`config.mk`:
```
export PLATFORM = sky130hd
export DESIGN_NAME = cw_output_arbiter
export DESIGN_NICKNAME = d
export VERILOG_FILES = /design/src/rtl/cw_output_arbiter_pkg.sv /design/src/rtl/cw_output_arbiter_vc_rr.sv /design/src/rtl/cw_output_arbiter.sv
export SDC_FILE = /design/constraint.sdc
export NUM_CORES = 1
export LEC_CHECK = 0
export BUFFER_PORTS_ARGS = -buffer_cell sky130_fd_sc_hd__buf_4
export CAP_MARGIN = 5
export CELL_PAD_IN_SITES_DETAIL_PLACEMENT = 0
export CELL_PAD_IN_SITES_GLOBAL_PLACEMENT = 1
export CORE_MARGIN = 2
export CORE_UTILIZATION = 35
export DETAILED_ROUTE_END_ITERATION = 10
export GPL_TIMING_DRIVEN = 0
export HOLD_SLACK_MARGIN = 0.03
export PLACE_DENSITY = 0.76
export REMOVE_ABC_BUFFERS = 1
export SLEW_MARGIN = 40
export SYNTH_ARGS = -nofsm -noshare
export SYNTH_HDL_FRONTEND = slang
export SYNTH_SLANG_ARGS = --single-unit
```
`constraint.sdc`:
```
create_clock -name clk -period 2.5 [get_ports clk]
set_input_delay 0 -clock clk [delete_from_list [all_inputs] [get_ports clk]]
set_output_delay 0 -clock clk [all_outputs]
set_load 0.02 [all_outputs]
```
`src/rtl/cw_output_arbiter_pkg.sv`:
```
// cw_output_arbiter_pkg: shared router constants, VC encoding and round-robin state
package cw_output_arbiter_pkg;
   localparam int DATA_WIDTH = 64;
   localparam int HOP_MSB = 55;
   localparam int HOP_LSB = 48;
   localparam int VC_BIT = 63;
   localparam int DIR_BIT = 62;
   typedef enum logic {VC_EVEN = 1'b0, VC_ODD = 1'b1} vc_e;
   typedef enum logic {RR_RING = 1'b0, RR_PE = 1'b1} rr_e;
endpackage

```
`src/rtl/cw_output_arbiter_vc_rr.sv`:
```
// cw_output_arbiter_vc_rr: two-requester round-robin feeding a one-entry VC buffer
module cw_output_arbiter_vc_rr #(
   parameter int DATA_WIDTH = cw_output_arbiter_pkg::DATA_WIDTH
) (
   input  logic                  clk,
   input  logic                  rst,
   input  logic                  req_ring,
   input  logic                  req_pe,
   input  logic [DATA_WIDTH-1:0] data_ring,
   input  logic [DATA_WIDTH-1:0] data_pe,
   input  logic                  pop,
   output logic                  grant_ring,
   output logic                  grant_pe,
   output logic                  full,
   output logic [DATA_WIDTH-1:0] data
);
   import cw_output_arbiter_pkg::*;
   rr_e rr;
   logic open;
   // no bypass: only a buffer already empty at cycle start may accept
   assign open = !rst && !full;
   assign grant_ring = open && req_ring && (!req_pe || rr == RR_RING);
   assign grant_pe = open && req_pe && (!req_ring || rr == RR_PE);
   always_ff @(posedge clk) begin
      if (rst) begin
         full <= 1'b0;
         data <= '0;
         rr <= RR_RING;
      end else if (grant_ring || grant_pe) begin
         full <= 1'b1;
         data <= grant_ring ? data_ring : data_pe;
         rr <= grant_ring ? RR_PE : RR_RING;
      end else if (pop) begin
         full <= 1'b0;
      end
   end
endmodule

```
`src/rtl/cw_output_arbiter.sv`:
```
// cw_output_arbiter: per-direction output stage; two VC buffers share one link by polarity
module cw_output_arbiter #(
   parameter int DATA_WIDTH = cw_output_arbiter_pkg::DATA_WIDTH,
   parameter int HOP_MSB = cw_output_arbiter_pkg::HOP_MSB,
   parameter int HOP_LSB = cw_output_arbiter_pkg::HOP_LSB
) (
   input  logic                  clk,
   input  logic                  rst,
   input  logic                  polarity,
   input  logic                  req_ring_even,
   input  logic                  req_ring_odd,
   input  logic                  req_pe_even,
   input  logic                  req_pe_odd,
   input  logic [DATA_WIDTH-1:0] data_ring_even,
   input  logic [DATA_WIDTH-1:0] data_ring_odd,
   input  logic [DATA_WIDTH-1:0] data_pe_even,
   input  logic [DATA_WIDTH-1:0] data_pe_odd,
   output logic                  grant_ring_even,
   output logic                  grant_ring_odd,
   output logic                  grant_pe_even,
   output logic                  grant_pe_odd,
   input  logic                  ro,
   output logic                  so,
   output logic [DATA_WIDTH-1:0] dout
);
   import cw_output_arbiter_pkg::*;
   vc_e sel;
   logic full_even, full_odd, send, pop_even, pop_odd;
   logic [DATA_WIDTH-1:0] slot_even, slot_odd, pick, shifted;
   assign sel = vc_e'(polarity);
   assign pick = sel == VC_ODD ? slot_odd : slot_even;
   assign send = ro && (sel == VC_ODD ? full_odd : full_even);
   assign pop_even = send && sel == VC_EVEN;
   assign pop_odd = send && sel == VC_ODD;
   always_comb begin
      shifted = pick;
      shifted[HOP_MSB:HOP_LSB] = pick[HOP_MSB:HOP_LSB] >> 1;
   end
   cw_output_arbiter_vc_rr #(.DATA_WIDTH(DATA_WIDTH)) u_even (
      .clk(clk), .rst(rst), .req_ring(req_ring_even), .req_pe(req_pe_even),
      .data_ring(data_ring_even), .data_pe(data_pe_even), .pop(pop_even),
      .grant_ring(grant_ring_even), .grant_pe(grant_pe_even), .full(full_even), .data(slot_even)
   );
   cw_output_arbiter_vc_rr #(.DATA_WIDTH(DATA_WIDTH)) u_odd (
      .clk(clk), .rst(rst), .req_ring(req_ring_odd), .req_pe(req_pe_odd),
      .data_ring(data_ring_odd), .data_pe(data_pe_odd), .pop(pop_odd),
      .grant_ring(grant_ring_odd), .grant_pe(grant_pe_odd), .full(full_odd), .data(slot_odd)
   );
   always_ff @(posedge clk) begin
      if (rst) begin
         so <= 1'b0;
         dout <= '0;
      end else begin
         so <= send;
         if (send) dout <= shifted;
      end
   end
endmodule

```
; Word-level counts from Yosys, hierarchy flattened
; Index checks and enable logic that the tools add are counted.
[op_classes]
n_addsub = 0
n_mul = 0
div_mod_pow = 0
magnitude_cmp = 0
n_eq_ne = 0
shift = 0
muxes = 10
bitwise_logic = 3
reduce_logical = 28
[ops]
columns = op, n
row1 = $mux 64, 3
row2 = $logic_and 1x1->1, 13
row3 = $logic_not 1->1, 7
row4 = $mux 1, 7
row5 = $logic_or 1x1->1, 6
row6 = $reduce_bool 2->1, 2
row7 = $not 1->1, 3
[word_totals]
reg_bits = 196
latchBits = 0
ram_bits = 0
rom_bits = 0
output_inout_bits = 69
word_cells = 49
mem_count = 0

; Logic depth before layout (Yosys ltp)
; Gate-level depths: netlist (run 1).
[depth]
word_depth = 6
depth_mapped = 6
mapped_depth_nobuf = 3

; Modules after synthesis
; A second synthesis (run 1) with hierarchy kept.
[unflattened]
cells_unflattened = 1094
area_unflattened_um2 = 10774.1
[modules_own_cells]
columns = module, instances, cells_each, area_each_um2, seq_area_each_um2
row1 = cw_output_arbiter_vc_rr, 2, 399, 3759.9, 1321.3
row2 = cw_output_arbiter, 1, 296, 3254.4, 1281.2

; Worst setup path after synthesis (run 1)
; Ideal clock, no wire load.
[synth_path]
path_type = register to register
start = register u_even.full
end = register u_even.data[31]
t_arrival_ns = 1.226
slack_ns = 1.127
stages_incl_launch_ff = 7
n_path_buf = 3
synth_period_minus_slack_ns = 1.373
cell_sequence = dfxtp_1 > buf_2 > a211o_1 > buf_2 > buf_2 > o21ai_1 > a311oi_2
[synth_between]
elab_chain_cells = 5
[synth_rtl]
columns = item, line
row1 = "start, declared", cw_output_arbiter_vc_rr.sv:14  ; output logic full,
row2 = "start signal, assigned", cw_output_arbiter_vc_rr.sv:26  ; full <= 1'b0;
row3 = "start signal, assigned", cw_output_arbiter_vc_rr.sv:30  ; full <= 1'b1;
row4 = "start signal, assigned", cw_output_arbiter_vc_rr.sv:34  ; full <= 1'b0;
row5 = $logic_not 1->1 *, cw_output_arbiter_vc_rr.sv:21  ; assign open = !rst && !full;
row6 = $logic_and 1x1->1 *, cw_output_arbiter_vc_rr.sv:21
row7 = "$logic_and 1x1->1, on equally long branches (2 in series)", "cw_output_arbiter_vc_rr.sv:22, cw_output_arbiter_vc_rr.sv:23"
row8 = $mux 64 / $logic_or 1x1->1 (equally long branches), "cw_output_arbiter_vc_rr.sv:31, cw_output_arbiter_vc_rr.sv:29"
row9 = "end signal, assigned", cw_output_arbiter_vc_rr.sv:31  ; data <= grant_ring ? data_ring : data_pe;
row10 = "end, declared", cw_output_arbiter_vc_rr.sv:15  ; output logic [DATA_WIDTH-1:0] data
; Every way passes the cells marked *; elsewhere a longest branch is shown, timed or not.
; A chain may end at the register's enable or synchronous reset.

; Final worst setup path (run 1)
[layout_path]
start = register u_even.full
end = register u_even.data[57]
; The elaborated chain is that of the path after synthesis.

==> results.sh, run 1 <==
export IMPL_rsz0062_at_grt="no"
export IMPL_crit_fanout=32
export IMPL_dieArea_um2=30800
export IMPL_cts_setup_buffers=0
export IMPL_p_per_area_nw_per_um2=514
export IMPL_cts_max_path_buffers=2
export IMPL_yosysSeqAreaShare_pct=37.7
export IMPL_drt_initial_drc_count=1270
export IMPL_core_area_um2=28900
export IMPL_ys_top_cells_by_count="dfxtp_1 (194), a21oi_1 (190), o21ai_1 (129)"
export IMPL_netSwitchingPower_w=0.00270
export IMPL_routed_wl_um=47700
export IMPL_max_cap_violations=0
export IMPL_final_cell_area_um2=16300
export IMPL_gr_total_overflow=0
export IMPL_htree_levels=4
export IMPL_yosys_area_top_type="dfxtp_1"
export IMPL_dpl_cell_area_um2=13100
export IMPL_maxSlewViolCount=0
export IMPL_cp_end_kind="register"
export IMPL_drt_pass1_iter_count=5
export IMPL_grt_pass1_vias=12300
export IMPL_period_share_pct=95.3
export IMPL_pwr_share_clk_pct=32.6
export IMPL_io_pins=333
export IMPL_hold_path_class="in2reg"
export IMPL_cts_buffers=17
export IMPL_ant_nets=0
export IMPL_grt_pass1_wl_um=70400
export IMPL_relSlewSlack_pct=31.8
export IMPL_async_reset_ff_share_pct=0
export IMPL_p_total_w=0.00838
export IMPL_place_congestion=0.762
export IMPL_dp_hpwl_um=25300
export IMPL_synth_edff_count=0
export IMPL_ir_drop_mv=0.420
export IMPL_p_sw_share_pct=32.2
export IMPL_yosys_most_used_dff="dfxtp_1"
export IMPL_intPower_w=0.00568
export IMPL_nets=1945
export IMPL_regArea_um2=3890
export IMPL_synthTopCellsByArea="dfxtp_1 (38%), a21oi_1 (9.2%), a311oi_2 (8.7%), nand4_1 (7.6%), o21ai_1 (6.3%)"
export IMPL_ys_types=33
export IMPL_grt_max_degree=110
export IMPL_p_seq_share_pct=41.2
export IMPL_arrival_ns=2.76
export IMPL_fp_dieH_um=176
export IMPL_fill_cells=2589
export IMPL_drc=0
export IMPL_syn_cell_area_um2=10300
export IMPL_clock_latency_ns=0.44
export IMPL_num_rows=62
export IMPL_fmax_ghz=0.420
export IMPL_synth_top_area_share_pct=37.7
export IMPL_cts_tree="built"
export IMPL_path_clk_slew_ns=0.08
export IMPL_ys_warnings_count=0
export IMPL_avgRoutedWirePerCell_um=23.0
export IMPL_finalHoldViolations=0
export IMPL_leakage_nw=6.45
export IMPL_grt_use_total_pct=28.8
export IMPL_syn_to_final_growth_pct=58.0
export IMPL_antenna_found_initial=1
export IMPL_initial_core_util_pct=35.7
export IMPL_critPathLaunchType="register"
export IMPL_finalSetupViolCount=0
export IMPL_rrSetupSlack_ns=0.12
export IMPL_comb_power_share_pct=26.2
export IMPL_outcome="finished, final reports clean"
export IMPL_fin_worst_skew_ns=0.0175
export IMPL_syn_avg_cell_area_um2=8.42
export IMPL_multi_input_area_um2=5710
export IMPL_worst_pin_slew_ns=1.02
export IMPL_synth_cells=1224
export IMPL_root_buffer="clkbuf_16"
export IMPL_die_w_um=176
export IMPL_drive_gt1_share_pct=27.7
export IMPL_path_class="reg2reg"
export IMPL_yosysMostFrequentCell="dfxtp_1"
export IMPL_port_buffers=327
export IMPL_fin_crit_ns=2.38
export IMPL_cts_sinks=194
export IMPL_routed_via_density=6.01
export IMPL_via_count=12500
export IMPL_ys_ff_latch=194
export IMPL_cp_required_ns=2.88
-- stage by stage --
step | TNS, ns | setup slack (ns) | std cells | utilization, % | hold WS [ns]
floorplan | -371.51 | -3.15 | 1047 | - | 0.0679
global placement | -1046.47 | -7.03 | 1758 | 43.1 | 0.298
detailed placement | -1.01 | -0.0531 | 1787 | 45.5 | 0.303
CTS | 0 | 0.0209 | 2074 | 56.3 | 0.0518
global route | 0 | 0.0136 | 2078 | 56.5 | 0.0562
finish | 0 | 0.118 | 2078 | 56.5 | 0.0611
-- power groups by stage --
stage	clock network [W]	registers (W)	logic, W
4_1_cts	0.00277	0.00344	0.00213
3_3_place_gp	0	0.00353	0.00161
3_5_place_dp	0	0.00351	0.00179
5_1_grt	0.00289	0.00347	0.00232
2_1_floorplan	0	0.00350	0.000766
6_report	0.00273	0.00345	0.00220
-- worst max-delay path, cell delays in order (launching register included) --
cell and delay [ns]:
dfxtp_4 0.54, buf_12 0.24, a211o_4 0.34, buf_12 0.26
o21ai_1 0.10, a311oi_2 0.26, dlygate4sd3_1 0.57
-- placed cells by master (no fill, tap or decap), types with 60 or more instances in the layout --
master | Yosys | final
nand4_1 | 126 | 126
buf_4 | 6 | 323
a311oi_1 | 66 | 66
o21ai_0 | 103 | 103
dfxtp_1 | 194 | 192
a311oi_2 | 60 | 60
o21ai_1 | 129 | 128
and3_1 | 64 | 64
dlygate4sd3_1 | 0 | 254
a21oi_1 | 190 | 190
-- area by class of cell --
cell class / instances / area share [%]
diodes: 1 / 0.0154
flip-flops and latches: 194 / 23.9
repair buffers: 612 / 34.5
clock inverters: 12 / 0.707
clock buffers: 19 / 2.72
inverters: 4 / 0.154
well taps: 384 / 2.95
multi-input cells: 852 / 35.0
-- routing by layer --
metal / up-vias / share of wire, % / track usage [%]
li1: 5681 / - / -
met1: 6043 / 41 / 36.4
met2: 665 / 48 / 49.1
met3: 105 / 7.5 / 4.52
met4: 0 / 3.2 / 11.4
met5: - / 0 / 0
-- flip-flops by register name, indices dropped and copies added (netlist names) --
signal       count
u_even.data     63
u_odd.full       1
so               1
u_odd.rr         1
dout            63
u_odd.data      63
u_even.full      1
u_even.rr        1
-- kinds of logic (layout without fill, tap and decap cells) --
logic type	Yosys count	count (layout)	synth area share, %
multiplexers	1	1	0.133
AO/OA/AOI/OAI	576	578	37.0
other	1	2	0.0364
flip-flops	194	194	37.7
AND/OR/NAND/NOR	271	272	17.3
buffers and inverters	181	647	7.94
-- worst paths after layout --
kind | startpoint | to | depth (start not counted)
setup / recovery | u_even.full | u_even.data[57] | 6
setup reg to reg | u_even.full | u_even.data[57] | 6
hold / removal | req_ring_even | u_even.data[27] | 3
hold reg to reg | dout[19] | dout[19] | 2
-- timing repair --
action,4_1_cts,5_1_grt
resized for setup,0,0
hold endpoints to repair,148,0
hold buffers,256,0
setup endpoints to repair,0,6
Power figures use the tool's default switching activity.
==> inputs of run 2 (changes only) <==
--- a/config.mk
+++ b/config.mk
@@ -10,11 +10,11 @@
 export CELL_PAD_IN_SITES_DETAIL_PLACEMENT = 0
 export CELL_PAD_IN_SITES_GLOBAL_PLACEMENT = 1
 export CORE_MARGIN = 2
-export CORE_UTILIZATION = 35
+export CORE_UTILIZATION = 40
 export DETAILED_ROUTE_END_ITERATION = 10
 export GPL_TIMING_DRIVEN = 0
 export HOLD_SLACK_MARGIN = 0.03
-export PLACE_DENSITY = 0.76
+export PLACE_DENSITY = 0.86
 export REMOVE_ABC_BUFFERS = 1
 export SLEW_MARGIN = 40
 export SYNTH_ARGS = -nofsm -noshare
==> run 2 against run 1 <==
Effect of this change: worst setup slack improved by 0.075 ns; worst hold slack improved by 0.072 ns; first-iteration DRC count fell by 2.5%.
==> results.sh, run 2 (synthesized netlist as in run 1, its figures left out) <==
export IMPL_grt_util_met3_pct=6.63
export IMPL_port_buffers=327
export IMPL_crit_family="buffers and inverters"
export IMPL_outcome="finished, final reports clean"
export IMPL_finalHoldViolations=0
export IMPL_dieArea_um2=27100
export IMPL_routed_wl_um=45200
export IMPL_grt_max_degree=110
export IMPL_initial_core_util_pct=40.8
export IMPL_pre_cts_ws_ns=-0.0300
export IMPL_relSlewSlack_pct=36.0
export IMPL_cts_sinks=194
export IMPL_grt_use_total_pct=31.6
export IMPL_final_setup_worst_slack_ns=0.192
export IMPL_cts_max_path_buffers=2
export IMPL_dp_hpwl_um=24600
export IMPL_finalSetupViolCount=0
export IMPL_rr_startpoint="u_odd.full"
export IMPL_path_class="in2reg"
export IMPL_hold_path_class="in2reg"
export IMPL_crit_chain="dlygate4sd3_1 -> buf_8 -> buf_16 -> a211o_2 -> o21ai_1 -> a311oi_1"
export IMPL_antenna_found_initial=2
export IMPL_maxSlewViolCount=0
export IMPL_fin_worst_skew_ns=0.0168
export IMPL_path_clk_slew_ns=0.08
export IMPL_num_rows=58
export IMPL_stdcell_count=2021
export IMPL_die_w_um=165
export IMPL_routed_via_density=6.22
export IMPL_gr_total_overflow=0
export IMPL_worst_pin_slew_ns=0.961
export IMPL_grt_pass1_vias=12200
export IMPL_htree_levels=4
export IMPL_rsz0062_at_grt="no"
export IMPL_critPathBufInv=3
export IMPL_avgRoutedWirePerCell_um=22.4
export IMPL_grt_pass1_wl_um=67300
export IMPL_slowest_delay_ns=0.82
export IMPL_cp_slowest_cell="a211o_2"
export IMPL_critPathLaunchType="input pin"
export IMPL_place_congestion=0.767
export IMPL_fin_crit_ns=2.31
export IMPL_p_per_area_nw_per_um2=520
export IMPL_io_pins=333
export IMPL_crit_path_start="rst"
export IMPL_core_area_um2=25300
export IMPL_drive_gt1_share_pct=27.6
export IMPL_arrival_ns=2.64
export IMPL_placedCellCount=1732
export IMPL_holdWs_ns=0.133
export IMPL_syn_to_final_growth_pct=57.4
export IMPL_final_common_cell="buf_4"
export IMPL_crit_fanout=77
export IMPL_drt_initial_drc_count=1238
export IMPL_fmax_ghz=0.433
export IMPL_leakage_nw=6.44
export IMPL_max_cap_violations=0
export IMPL_root_buffer="clkbuf_16"
export IMPL_fp_dieH_um=165
export IMPL_via_count=12600
export IMPL_p_total_w=0.00844
export IMPL_grt_busiest_layer="met2"
export IMPL_worstHoldStart="req_ring_odd"
export IMPL_largest_registers="dout: 63 flops, u_even.data: 63 flops, u_odd.data: 63 flops"
export IMPL_grt_util_met2_pct=52.3
export IMPL_cts_tree="built"
export IMPL_tns_ns=0
export IMPL_ir_drop_mv=0.352
export IMPL_drc=0
export IMPL_cp_end_kind="register"
export IMPL_ant_nets=0
export IMPL_period_share_pct=92.3
export IMPL_cp_required_ns=2.83
export IMPL_cts_buffers=17
export IMPL_met1_usage_pct=40.1
export IMPL_clock_latency_ns=0.44
export IMPL_nets=1941
export IMPL_drt_pass1_iter_count=7
export IMPL_final_cell_mix="buf_4 (323), dlygate4sd3_1 (255), dfxtp_1 (192), a21oi_1 (190), o21ai_1 (128)"
run 2: worst min-delay path, cell delays in order:
cell	delay, ns
buf_6	0.27
nand4_1	0.17
a311oi_1	0.08
run 2: worst paths after layout:
check	endpoint	slack, ns	cells past startpoint
worst min-delay path	u_odd.data[38]	0.13	3
worst max register to register	u_odd.data[19]	0.22	6
worst min register to register	dout[62]	0.48	2
worst max-delay path	u_odd.data[16]	0.19	6
run 2: report_power, final:
part	leakage (nW)	internal (W)	total [W]	switching, W
Sequential	1.59	0.00330	0.00344	0.000141
Combinational	4.55	0.00102	0.00216	0.00114
Clock	0.298	0.00146	0.00284	0.00138
run 2: cell type report:
type	instances	area [um^2]
clock inverter	14	165
clock buffer	18	439
fill	2049	9030
antenna	1	2.50
tap	330	413
timing repair buffer	610	5600
multi-input combinational	850	5690
inverter	4	25.0
sequential	194	3890
run 2: what timing repair did:
action,CTS,global route
endpoints found under the setup margin,0,1
buffers inserted,0,0
hold buffers,255,0
resized for setup,0,0
hold endpoints to repair,148,0
run 2: routing by layer:
| metal | up-vias | share of wire (%) |
|---|---|---|
| met5 | - | 0.029 |
| met4 | 2 | 3.4 |
| met3 | 120 | 8.5 |
| met2 | 764 | 47 |
| met1 | 5987 | 41 |
| li1 | 5691 | - |
run 2: through the flow:
stage | utilization [%] | cell area [um^2]
after floorplan | - | 9510
after global placement | 49.0 | 12400
final | 64.3 | 16200
after CTS | 64.2 | 16200
after detailed placement | 51.7 | 13000
after global routing | 64.3 | 16200
